File: src/rtl/ldpc_dvb_enc_obuf_reader_pkg.sv
// rtl/ldpc_dvb_enc_obuf_reader_pkg.sv - shared LDPC encoder types plus output buffer reader states
//
// Purpose: column word / column address types of the DVB-S2 LDPC encoder and
// the FSM state type of the output buffer reader.
package ldpc_dvb_enc_obuf_reader_pkg;

  localparam int cZ_W   = 360;  // Z bits per column word
  localparam int cCOL_W = 8;    // column address width

  typedef logic [cZ_W-1:0]   zdat_t;
  typedef logic [cCOL_W-1:0] col_t;

  typedef enum logic [1:0] {
    IDLE  = 2'd0,
    READ  = 2'd1,
    DRAIN = 2'd2
  } obuf_state_t;

  // Width needed to hold a count of 0..depth inclusive.
  function automatic int clog2_cnt(input int depth);
    return $clog2(depth + 1);
  endfunction

endpackage

File: src/rtl/ldpc_dvb_enc_obuf_fifo.sv
// rtl/ldpc_dvb_enc_obuf_fifo.sv - show-ahead skid FIFO for the output buffer reader
//
// Purpose: synchronous FIFO whose head word is visible on odat without a pop.
// Ports:
//   iclk, ireset      clock, asynchronous active-high reset (empties the FIFO)
//   ipush, idat       write strobe and word
//   ipop              removes the head word (ignored when empty)
//   odat              head word (undefined content while empty)
//   ocount, oempty    current fill level and empty flag
module ldpc_dvb_enc_obuf_fifo
  import ldpc_dvb_enc_obuf_reader_pkg::*;
#(
  parameter int pDEPTH = 4,
  parameter int pDAT_W = cZ_W,
  parameter int pCNT_W = clog2_cnt(pDEPTH)
) (
  input  logic              iclk,
  input  logic              ireset,
  input  logic              ipush,
  input  logic [pDAT_W-1:0] idat,
  input  logic              ipop,
  output logic [pDAT_W-1:0] odat,
  output logic [pCNT_W-1:0] ocount,
  output logic              oempty
);

  localparam int cPTR_W = (pDEPTH > 1) ? $clog2(pDEPTH) : 1;

  logic [pDAT_W-1:0] mem [pDEPTH];
  logic [cPTR_W-1:0] wptr;
  logic [cPTR_W-1:0] rptr;
  logic              do_pop;

  // Depth need not be a power of two, so pointers wrap explicitly.
  function automatic logic [cPTR_W-1:0] ptr_inc(input logic [cPTR_W-1:0] p);
    return (p == cPTR_W'(pDEPTH - 1)) ? '0 : p + 1'b1;
  endfunction

  assign do_pop = ipop & !oempty;

  always_ff @(posedge iclk or posedge ireset) begin
    if (ireset) begin
      wptr   <= '0;
      rptr   <= '0;
      ocount <= '0;
    end else begin
      if (ipush)  wptr <= ptr_inc(wptr);
      if (do_pop) rptr <= ptr_inc(rptr);
      case ({ipush, do_pop})
        2'b10:   ocount <= ocount + 1'b1;
        2'b01:   ocount <= ocount - 1'b1;
        default: ocount <= ocount;
      endcase
    end
  end

  always_ff @(posedge iclk) begin
    if (ipush) mem[wptr] <= idat;
  end

  assign odat   = mem[rptr];
  assign oempty = (ocount == '0);

endmodule

File: src/rtl/ldpc_dvb_enc_obuf_reader.sv
// rtl/ldpc_dvb_enc_obuf_reader.sv - drains the LDPC encoder output buffer as one codeword stream
//
// Purpose: on irfull, read columns 0..ncol-1 from the output buffer and stream
// them downstream; release the buffer (orempty) once the last beat is taken.
// Ports:
//   iclk, ireset, iclkena   clock, async active-high reset, clock enable
//   iused_col, irfull       columns in the codeword, buffer-full pulse
//   orread, oraddr, irdat   buffer read port (data pRAM_LAT enabled cycles later)
//   oval, osop, oeop, odat  output stream, iordy is downstream ready
//   orempty, obusy, oerr    buffer released pulse, frame active, sticky overrun
module ldpc_dvb_enc_obuf_reader
  import ldpc_dvb_enc_obuf_reader_pkg::*;
#(
  parameter int pDAT_W      = cZ_W,
  parameter int pCOL_W      = cCOL_W,
  parameter int pRAM_LAT    = 2,
  parameter int pFIFO_DEPTH = 4
) (
  input  logic              iclk,
  input  logic              ireset,
  input  logic              iclkena,
  input  logic [pCOL_W-1:0] iused_col,
  input  logic              irfull,
  output logic              orread,
  output logic [pCOL_W-1:0] oraddr,
  input  logic [pDAT_W-1:0] irdat,
  output logic              oval,
  output logic              osop,
  output logic              oeop,
  output logic [pDAT_W-1:0] odat,
  input  logic              iordy,
  output logic              orempty,
  output logic              obusy,
  output logic              oerr
);

  localparam int cCNT_W = clog2_cnt(pFIFO_DEPTH);

  obuf_state_t         state;
  obuf_state_t         state_nxt;
  logic [pCOL_W-1:0]   ncol;
  logic [pCOL_W-1:0]   rd_cnt;
  logic [pCOL_W-1:0]   beat_cnt;
  logic [pRAM_LAT-1:0] rd_vld_sr;
  logic                pend;
  logic                start;
  logic                rd;
  logic                last_rd;
  logic                fifo_push;
  logic                fifo_pop;
  logic                fifo_empty;
  logic                eop_acc;
  logic [cCNT_W-1:0]   fifo_count;
  logic [pDAT_W-1:0]   fifo_head;
  int                  credit;

  // Reads already in flight reserve a FIFO slot, so the FIFO can never overflow.
  assign credit = pFIFO_DEPTH - int'(fifo_count) - $countones(rd_vld_sr);

  assign fifo_push = iclkena & rd_vld_sr[pRAM_LAT-1];
  assign fifo_pop  = iclkena & oval & iordy;
  assign eop_acc   = fifo_pop & oeop;

  always_ff @(posedge iclk or posedge ireset) begin
    if (ireset)       state <= IDLE;
    else if (iclkena) state <= state_nxt;
  end

  always_comb begin
    state_nxt = state;
    start     = 1'b0;
    rd        = 1'b0;
    last_rd   = 1'b0;
    case (state)
      IDLE: begin
        start = irfull | pend;
        if (start) state_nxt = READ;
      end
      READ: begin
        rd      = (credit > 0);
        last_rd = rd & (rd_cnt == ncol - 1'b1);
        if (last_rd) state_nxt = DRAIN;
      end
      DRAIN: begin
        if (eop_acc) state_nxt = IDLE;
      end
      default: state_nxt = IDLE;
    endcase
  end

  always_ff @(posedge iclk or posedge ireset) begin
    if (ireset) begin
      ncol      <= '0;
      rd_cnt    <= '0;
      beat_cnt  <= '0;
      rd_vld_sr <= '0;
      pend      <= 1'b0;
      oerr      <= 1'b0;
      orempty   <= 1'b0;
    end else if (iclkena) begin
      orempty <= eop_acc;
      if (start) begin
        // A zero column count would never terminate; run it as one column.
        ncol     <= (iused_col == '0) ? pCOL_W'(1) : iused_col;
        rd_cnt   <= '0;
        beat_cnt <= '0;
      end else begin
        if (rd)       rd_cnt   <= rd_cnt + 1'b1;
        if (fifo_pop) beat_cnt <= beat_cnt + 1'b1;
      end
      // In IDLE a set pending bit is consumed by the frame start; an irfull in
      // that same cycle becomes the new pending request.
      if (state == IDLE) begin
        pend <= pend & irfull;
      end else if (irfull) begin
        if (pend) oerr <= 1'b1;
        pend <= 1'b1;
      end
      rd_vld_sr[0] <= rd;
      for (int i = 1; i < pRAM_LAT; i++) rd_vld_sr[i] <= rd_vld_sr[i-1];
    end
  end

  ldpc_dvb_enc_obuf_fifo #(
    .pDEPTH (pFIFO_DEPTH),
    .pDAT_W (pDAT_W),
    .pCNT_W (cCNT_W)
  ) u_fifo (
    .iclk   (iclk),
    .ireset (ireset),
    .ipush  (fifo_push),
    .idat   (irdat),
    .ipop   (fifo_pop),
    .odat   (fifo_head),
    .ocount (fifo_count),
    .oempty (fifo_empty)
  );

  assign orread = rd;
  assign oraddr = rd_cnt;
  assign oval   = !fifo_empty;
  assign odat   = oval ? fifo_head : '0;
  assign osop   = oval & (beat_cnt == '0);
  assign oeop   = oval & (beat_cnt == ncol - 1'b1);
  assign obusy  = (state != IDLE);

endmodule

File: config.mk
export PLATFORM = sky130hd
export DESIGN_NAME = ldpc_dvb_enc_obuf_reader
export DESIGN_NICKNAME = d
export VERILOG_FILES = /design/src/rtl/ldpc_dvb_enc_obuf_reader_pkg.sv /design/src/rtl/ldpc_dvb_enc_obuf_fifo.sv /design/src/rtl/ldpc_dvb_enc_obuf_reader.sv
export SDC_FILE = /design/constraint.sdc
export NUM_CORES = 1
export LEC_CHECK = 0
export CAP_MARGIN = 30
export CORE_MARGIN = 5
export CORE_UTILIZATION = 59
export DETAILED_ROUTE_END_ITERATION = 16
export MAX_ROUTING_LAYER = met4
export PLACE_DENSITY = 0.93
export SLEW_MARGIN = 20
export SYNTH_ARGS = -nofsm -noshare
export SYNTH_HDL_FRONTEND = slang
export SYNTH_SLANG_ARGS = --single-unit
File: constraint.sdc
create_clock -name iclk -period 17 [get_ports iclk]
set_clock_uncertainty 0.2 [all_clocks]
set_input_delay 3.4 -clock iclk [delete_from_list [all_inputs] [get_ports iclk]]
set_output_delay 3.4 -clock iclk [all_outputs]
set_load 0.005 [all_outputs]
# Yosys cells after proc, flatten, opt, wreduce, memory -nomap -nowiden
# Memories as Yosys holds them, arrays and structs flattened.
# Index checks and enable logic that the tools add are counted.
totals:
  memories: 1
  mem_bits_rw: 1440
  in_bits: 373
  regBits: 38
memory_table:
  columns: ["memory", "depth", "width", "read_ports", "rd_ports_with_merged_regs", "wr", "line", "text"]
  rows:
  - ["u_fifo.mem", 4, 360, 1, 0, 1, "ldpc_dvb_enc_obuf_fifo.sv:29", "logic [pDAT_W-1:0] mem [pDEPTH];"]
classes:
  eq_ne: 11
  magnitude_cmp: 1
  addsub: 10
  mux: 19
  reduce_logical: 16
  bitwise: 11
ops:
  columns: ["cell", "n"]
  rows:
  - ["360-bit two-way mux", 1]
  - ["8-bit two-way mux", 5]
  - ["8-bit by 1-bit adder with 8-bit output (second input constant)", 2]
  - ["8-bit equality test", 2]
  - ["8-bit logical NOT", 2]
  - ["2-bit two-way mux", 5]
  - ["2-bit nonzero test", 5]
  - ["1-bit bitwise AND", 9]
  - ["2-bit equality test (second input constant)", 4]
  - ["2-bit AND reduction", 4]
  - ["4-bit AND reduction", 2]
  - ["8-bit by 1-bit subtractor with 8-bit output (second input constant)", 1]
  - ["1-bit two-way mux", 6]
  - ["2-bit inequality test (second input constant)", 3]
  - ["2-bit case mux with 3 select lines", 1]
  - ["3-bit case mux with 2 select lines", 1]
  - ["5-bit by 1-bit > comparator with 1-bit output (second input constant)", 1]
  - ["4-bit by 3-bit subtractor with 5-bit output", 1]
  - ["2-bit by 1-bit adder with 2-bit output (second input constant)", 2]
  - ["2-bit by 1-bit equality test with 1-bit output (second input constant)", 2]
  - ["3-bit by 3-bit subtractor with 4-bit output (first input constant)", 1]
  - ["3-bit by 1-bit adder with 3-bit output (second input constant)", 1]
  - ["3-bit logical NOT", 1]
  - ["3-bit by 1-bit subtractor with 3-bit output (second input constant)", 1]
  - ["other kinds (5)", 5]

# Logic depth before layout (Yosys ltp)
logic_depth:
  ltp_word: 7
  depth_mapped: 12

# Modules after synthesis
# From an unflattened synthesis, not the netlist that was laid out.
hier_totals:
  hier_cells: 2558
  hier_area_um2: 56789.5
modules_own_cells:
  columns: ["mod", "seq_area_each_um2", "cells_per_inst", "instances", "area_per_inst_um2"]
  rows:
  - ["ldpc_dvb_enc_obuf_fifo", 43416.6, 1920, 1, 52317.7]
  - ["ldpc_dvb_enc_obuf_reader", 775.7, 638, 1, 4471.8]

# Least setup slack after synthesis
# No wires, ideal clock.
synth_path:
  path_kind: "in2reg"
  startpoint: "input port iclkena"
  endpoint: "memory u_fifo.mem[0][0] in the netlist's numbering (enable)"
  arrival_ns: 11.902
  n_path_buf: 1
  stages: 2
  setup_time_ns: 0.771
  setup_slack_ns: 4.127
  path_cell_list: "clkbuf_1 -> and3_1"
synth_via:
  elab_chain_len: 3
synth_lines:
  columns: ["element", "line", "text"]
  rows:
  - ["start: declaration", "ldpc_dvb_enc_obuf_reader.sv:21", "input logic iclkena,"]
  - ["1-bit bitwise AND", "ldpc_dvb_enc_obuf_reader.sv:60", "assign fifo_push = iclkena & rd_vld_sr[pRAM_LAT-1];"]
  - ["1-bit two-way mux", "ldpc_dvb_enc_obuf_fifo.sv:58", "if (ipush) mem[wptr] <= idat;"]
  - ["1-bit two-way mux (not written as such)", "ldpc_dvb_enc_obuf_fifo.sv:58", null]
  - ["end: declaration", "ldpc_dvb_enc_obuf_fifo.sv:29", null]
# No other way between the ends.

# Worst setup path in the final report
layout_path:
  startpoint: "register u_fifo.rptr[0]"
  endpoint: "output port odat[1]"
layout_via:
  elab_chain_len: 2
layout_lines:
  columns: ["element", "line", "text"]
  rows:
  - ["start: declaration", "ldpc_dvb_enc_obuf_fifo.sv:31", "logic [cPTR_W-1:0] rptr;"]
  - ["start signal: assignment", "ldpc_dvb_enc_obuf_fifo.sv:48", "if (do_pop) rptr <= ptr_inc(rptr);"]
  - ["memory read 4 x 360 bit", null, null]
  - ["360-bit two-way mux", "ldpc_dvb_enc_obuf_reader.sv:142", "assign odat = oval ? fifo_head : '0;"]
  - ["end: declaration", "ldpc_dvb_enc_obuf_reader.sv:30", "output logic [pDAT_W-1:0] odat,"]
# No other way between the ends.

==> results by group <==
Cells and area
  – Post-route core utilization: 0.737
  – Number of standard cells in the layout, taps in and fillers out: between 4000 and 5000
  – Number of nets in the finished design: roughly 3700
  – Layout filler cell count: 4839
  – Post-route cell area: about 70000 um2
  – Synth-to-Final Area Change: 23.8%
  – Fraction of final layout cells sized beyond drive strength 1: 0.171

Place
  – Worst setup slack before clock tree synthesis: between 8 and 9 ns
  – Total cell area at the placement stage: roughly 65000 um2
  – Port Buffer Count: roughly 750
  – HPWL after detailed placement: a little under 90000 um
  – Placer's final routability congestion estimate: ~0.84
  – Number of instances in the placed design: about 4500

Synth
  – Fraction of synthesized area in multiplexers: 0.144
  – Part of the Yosys area used for sequential elements: 0.782
  – Synthesized instance count: about 2600
  – Adder-Cell Fraction of Synth Area: 0.00420
  – Number of enable-type register cells in the synthesized netlist: 1440
  – Largest family of logic cells by synthesized area: multiplexers
  – Net Count, Synth: 2941
  – Fraction of synthesized cell area in xor and xnor cells: 0.00480
  – Post-synthesis share of cell area spent on and, or, nand and nor gates: 0.0496
  – Synth warn: 0
  – Synth async-reset ratio: 0.0257
  – Main synth FF type: edfxtp_1
  – Avg Cell Area, Syn: between 20 and 25 um2
  – Unique cell type count in the Yosys netlist: 50
  – Cell area after technology mapping: ~57000 um2
  – Yosys reg bits: roughly 1500
  – Post-synthesis compound-gate area fraction: 0.00474

Setup path
  – Count of cell instances traversed by the critical path: 6
  – Cell type with the highest occurrence count on the critical path: buf_4
  – Register-to-Register Path Depth: 6
  – Buffer and inverter count on the worst path: 4
  – Ordered cell list for the critical path: buf_4 -> buf_4 -> buf_12 -> mux4_2 -> and2_1 -> clkdlybuf4s50_1
  – Worst path slowest cell: dfrtp_4
  – Startpoint kind of the worst setup timing path: register
  – Category of the critical setup timing path: register to output port
  – Endpoint arrival time on the critical path: ~5.5 ns
  – R2R Setup Slk: roughly 13 ns
  – Required time of the worst setup path: roughly 13 ns
  – Critical-path maximum fanout: about 110
  – Critical path's top delay family: buffers and inverters
  – Largest stage delay, worst path: between 0.9 and 1 ns
  – Sort of element at the end of the critical path: output port

Route
  – Routed via count divided by cell count: around 6.4
  – Via Count: around 31000
  – Final routed DRC violation total: 0
  – Detailed-router iteration count before antenna repair: 6
  – Post-route ant nets: 0
  – Total wire length: 154000 um
  – Average detailed-routed wire length per instance: 32.2 um
  – Count of routing violations after the opening detailed-route iteration: ~3700

Clock network
  – Sinks on Clock Net: about 1500
  – Clock slew at the register clock pins of the worst setup and hold paths: 0.06 ns
  – Inserted Clock Buffers: about 140
  – Buffer count from post-CTS setup fixing: 0
  – Max Root-Sink Buffers: 3
  – Library cell used as clock root buffer: clkbuf_16
  – Number of gates given a new drive strength after cts: 0
  – TritonCTS clock tree: done
  – Clock insertion delay at the later pin of the skew report: 0.74 ns
  – Max H-tree Level: 4
  – Count of hold buffers inserted by post-cts repair: 0

Die
  – FP Rows: between 100 and 150
  – Number of top-level design ports: between 700 and 800
  – Die Y-Extent: roughly 320 um
  – Horizontal extent of the die: roughly 320 um
  – Die footprint: 102000 um2
  – Initial core utilization: 0.595
  – Area of the core region: around 95000 um2

Global route
  – Pin count of the biggest net entering global routing: 180
  – Number of global-route vias before repair: 31700
  – Global route overflow: 0
  – Global-route wire length before repair: 219000 um
  – Initial antenna violation count: 59
  – Total track usage: 0.303

Timing
  – Final clock period utilization by the worst path: 0.533
  – Setup Total Neg Slack: 0 ns
  – Achievable clock frequency: roughly 0.11 GHz
  – Setup repair after global routing missed its margin: false
  – # setup viols final: 0
  – Slew at the pin closest to its max-slew limit: approximately 1.1 ns
  – Worst-case headroom to the max-slew limit: 0.239
  – Number of failing hold endpoints at the final stage: 0
  – Period minus WS final: between 9 and 10 ns
  – Post-Route Hold Slack: roughly 0.27 ns
  – Count of final max-slew check failures: 0
  – Worst setup slack after layout: a little under 8 ns

Min path
  – Hold path depth: 1
  – Path type of the worst min-delay path: register to register

Power
  – Pwr Density: between 150 and 200 nW/um2
  – Leak Pwr: roughly 22 nW
  – Max VDD drop: 0.156 mV
  – Total power after layout: around 12 mW

Flow run
  – Maxcap violations: 0

Outcome
  – Status: complete, no violations
[sequential cells by signal (all words and copies together) (netlist names)]
signal / count
u_fifo.rptr: 2
u_fifo.ocount: 3
oraddr: 8
pend: 1
u_fifo.mem: 1440
ncol: 8
u_fifo.wptr: 2
orempty: 1
beat_cnt: 8
oerr: 1
state: 2
rd_vld_sr: 2
[routing by layer]
metal / vias up / wire (um) / track usage / share of wire
met5: - / 0 / - / 0
met4: 0 / 9660 / 0.165 / 0.063
met3: 475 / 14800 / 0.0719 / 0.096
met2: 2260 / 80100 / 0.495 / 0.52
met1: 15800 / 49700 / 0.353 / 0.32
li1: 12000 / - / - / -
[layout make-up]
| class | instances | area (um2) | area share |
|---|---|---|---|
| Sequential cell | 1478 | 44200 | 0.631 |
| Multi-Input combinational cell | 920 | 11800 | 0.168 |
| Inverter | 22 | 90.1 | 0.00129 |
| Antenna cell | 65 | 163 | 0.00232 |
| Timing Repair Buffer | 782 | 7870 | 0.112 |
| Tap cell | 1265 | 1580 | 0.0226 |
| Clock buffer | 193 | 3890 | 0.0556 |
| Clock inverter | 63 | 473 | 0.00675 |
[kinds of logic after synthesis]
family | Yosys count
AO/OA/AOI/OAI | 39
XOR/XNOR | 31
flip-flops | 1478
multiplexers | 364
AND/OR/NAND/NOR | 468
adder cells (fa/ha/maj) | 18
buffers and inverters | 153
[power breakdown]
part | total (mW) | internal, mW | switching (mW)
Combinational | 4.10 | 2.21 | 1.89
Sequential | 4.67 | 4.46 | 0.205
Clock | 3.01 | 1.66 | 1.35
[final timing paths]
kind | from | endpoint
max | u_fifo.rptr[0] | odat[1]
min | oerr | oerr
max reg2reg | u_fifo.wptr[1] | u_fifo.mem[1][32]
min reg2reg | oerr | oerr
max in group asynchronous | ireset | u_fifo.rptr[1]
min in group asynchronous | ireset | beat_cnt[1]
[synthesized netlist by cell type, drive strengths merged, types with 3 or more instances]
master | count | share of area
nor3 | 9 | 0.00080
and3 | 6 | 0.00069
nand4 | 6 | 0.00066
xnor2 | 16 | 0.0025
inv | 22 | 0.0015
nor2 | 21 | 0.0014
nand2 | 30 | 0.0020
a31oi | 3 | 0.00033
a21oi | 7 | 0.00062
and2 | 361 | 0.040
o21ai | 13 | 0.0012
a21o | 4 | 0.00053
edfxtp | 1440 | 0.76
ha | 15 | 0.0033
nand3 | 11 | 0.00097
nor4 | 6 | 0.00093
buf | 56 | 0.0045
or3 | 4 | 0.00053
clkbuf | 75 | 0.0050
dfrtp | 38 | 0.017
xor2 | 15 | 0.0023
nand2b | 4 | 0.00044
mux4 | 360 | 0.14
[cells in the final DEF, fill, tap and decap left out, types with 8 or more instances in the layout]
| master | count |
|---|---|
| xnor2_1 | 16 |
| xor2_1 | 15 |
| nand2_1 | 30 |
| mux4_2 | 360 |
| clkinv_2 | 12 |
| clkdlybuf4s50_1 | 747 |
| nand3_1 | 11 |
| o21ai_0 | 13 |
| nor3_1 | 8 |
| edfxtp_1 | 1440 |
| ha_1 | 15 |
| nor2_1 | 21 |
| clkinv_1 | 32 |
| clkbuf_1 | 44 |
| and2_1 | 361 |
| inv_1 | 21 |
| clkbuf_16 | 149 |
| diode_2 | 65 |
| buf_4 | 26 |
| dfrtp_1 | 36 |
No activity file was read; power rests on OpenSTA's default activity.
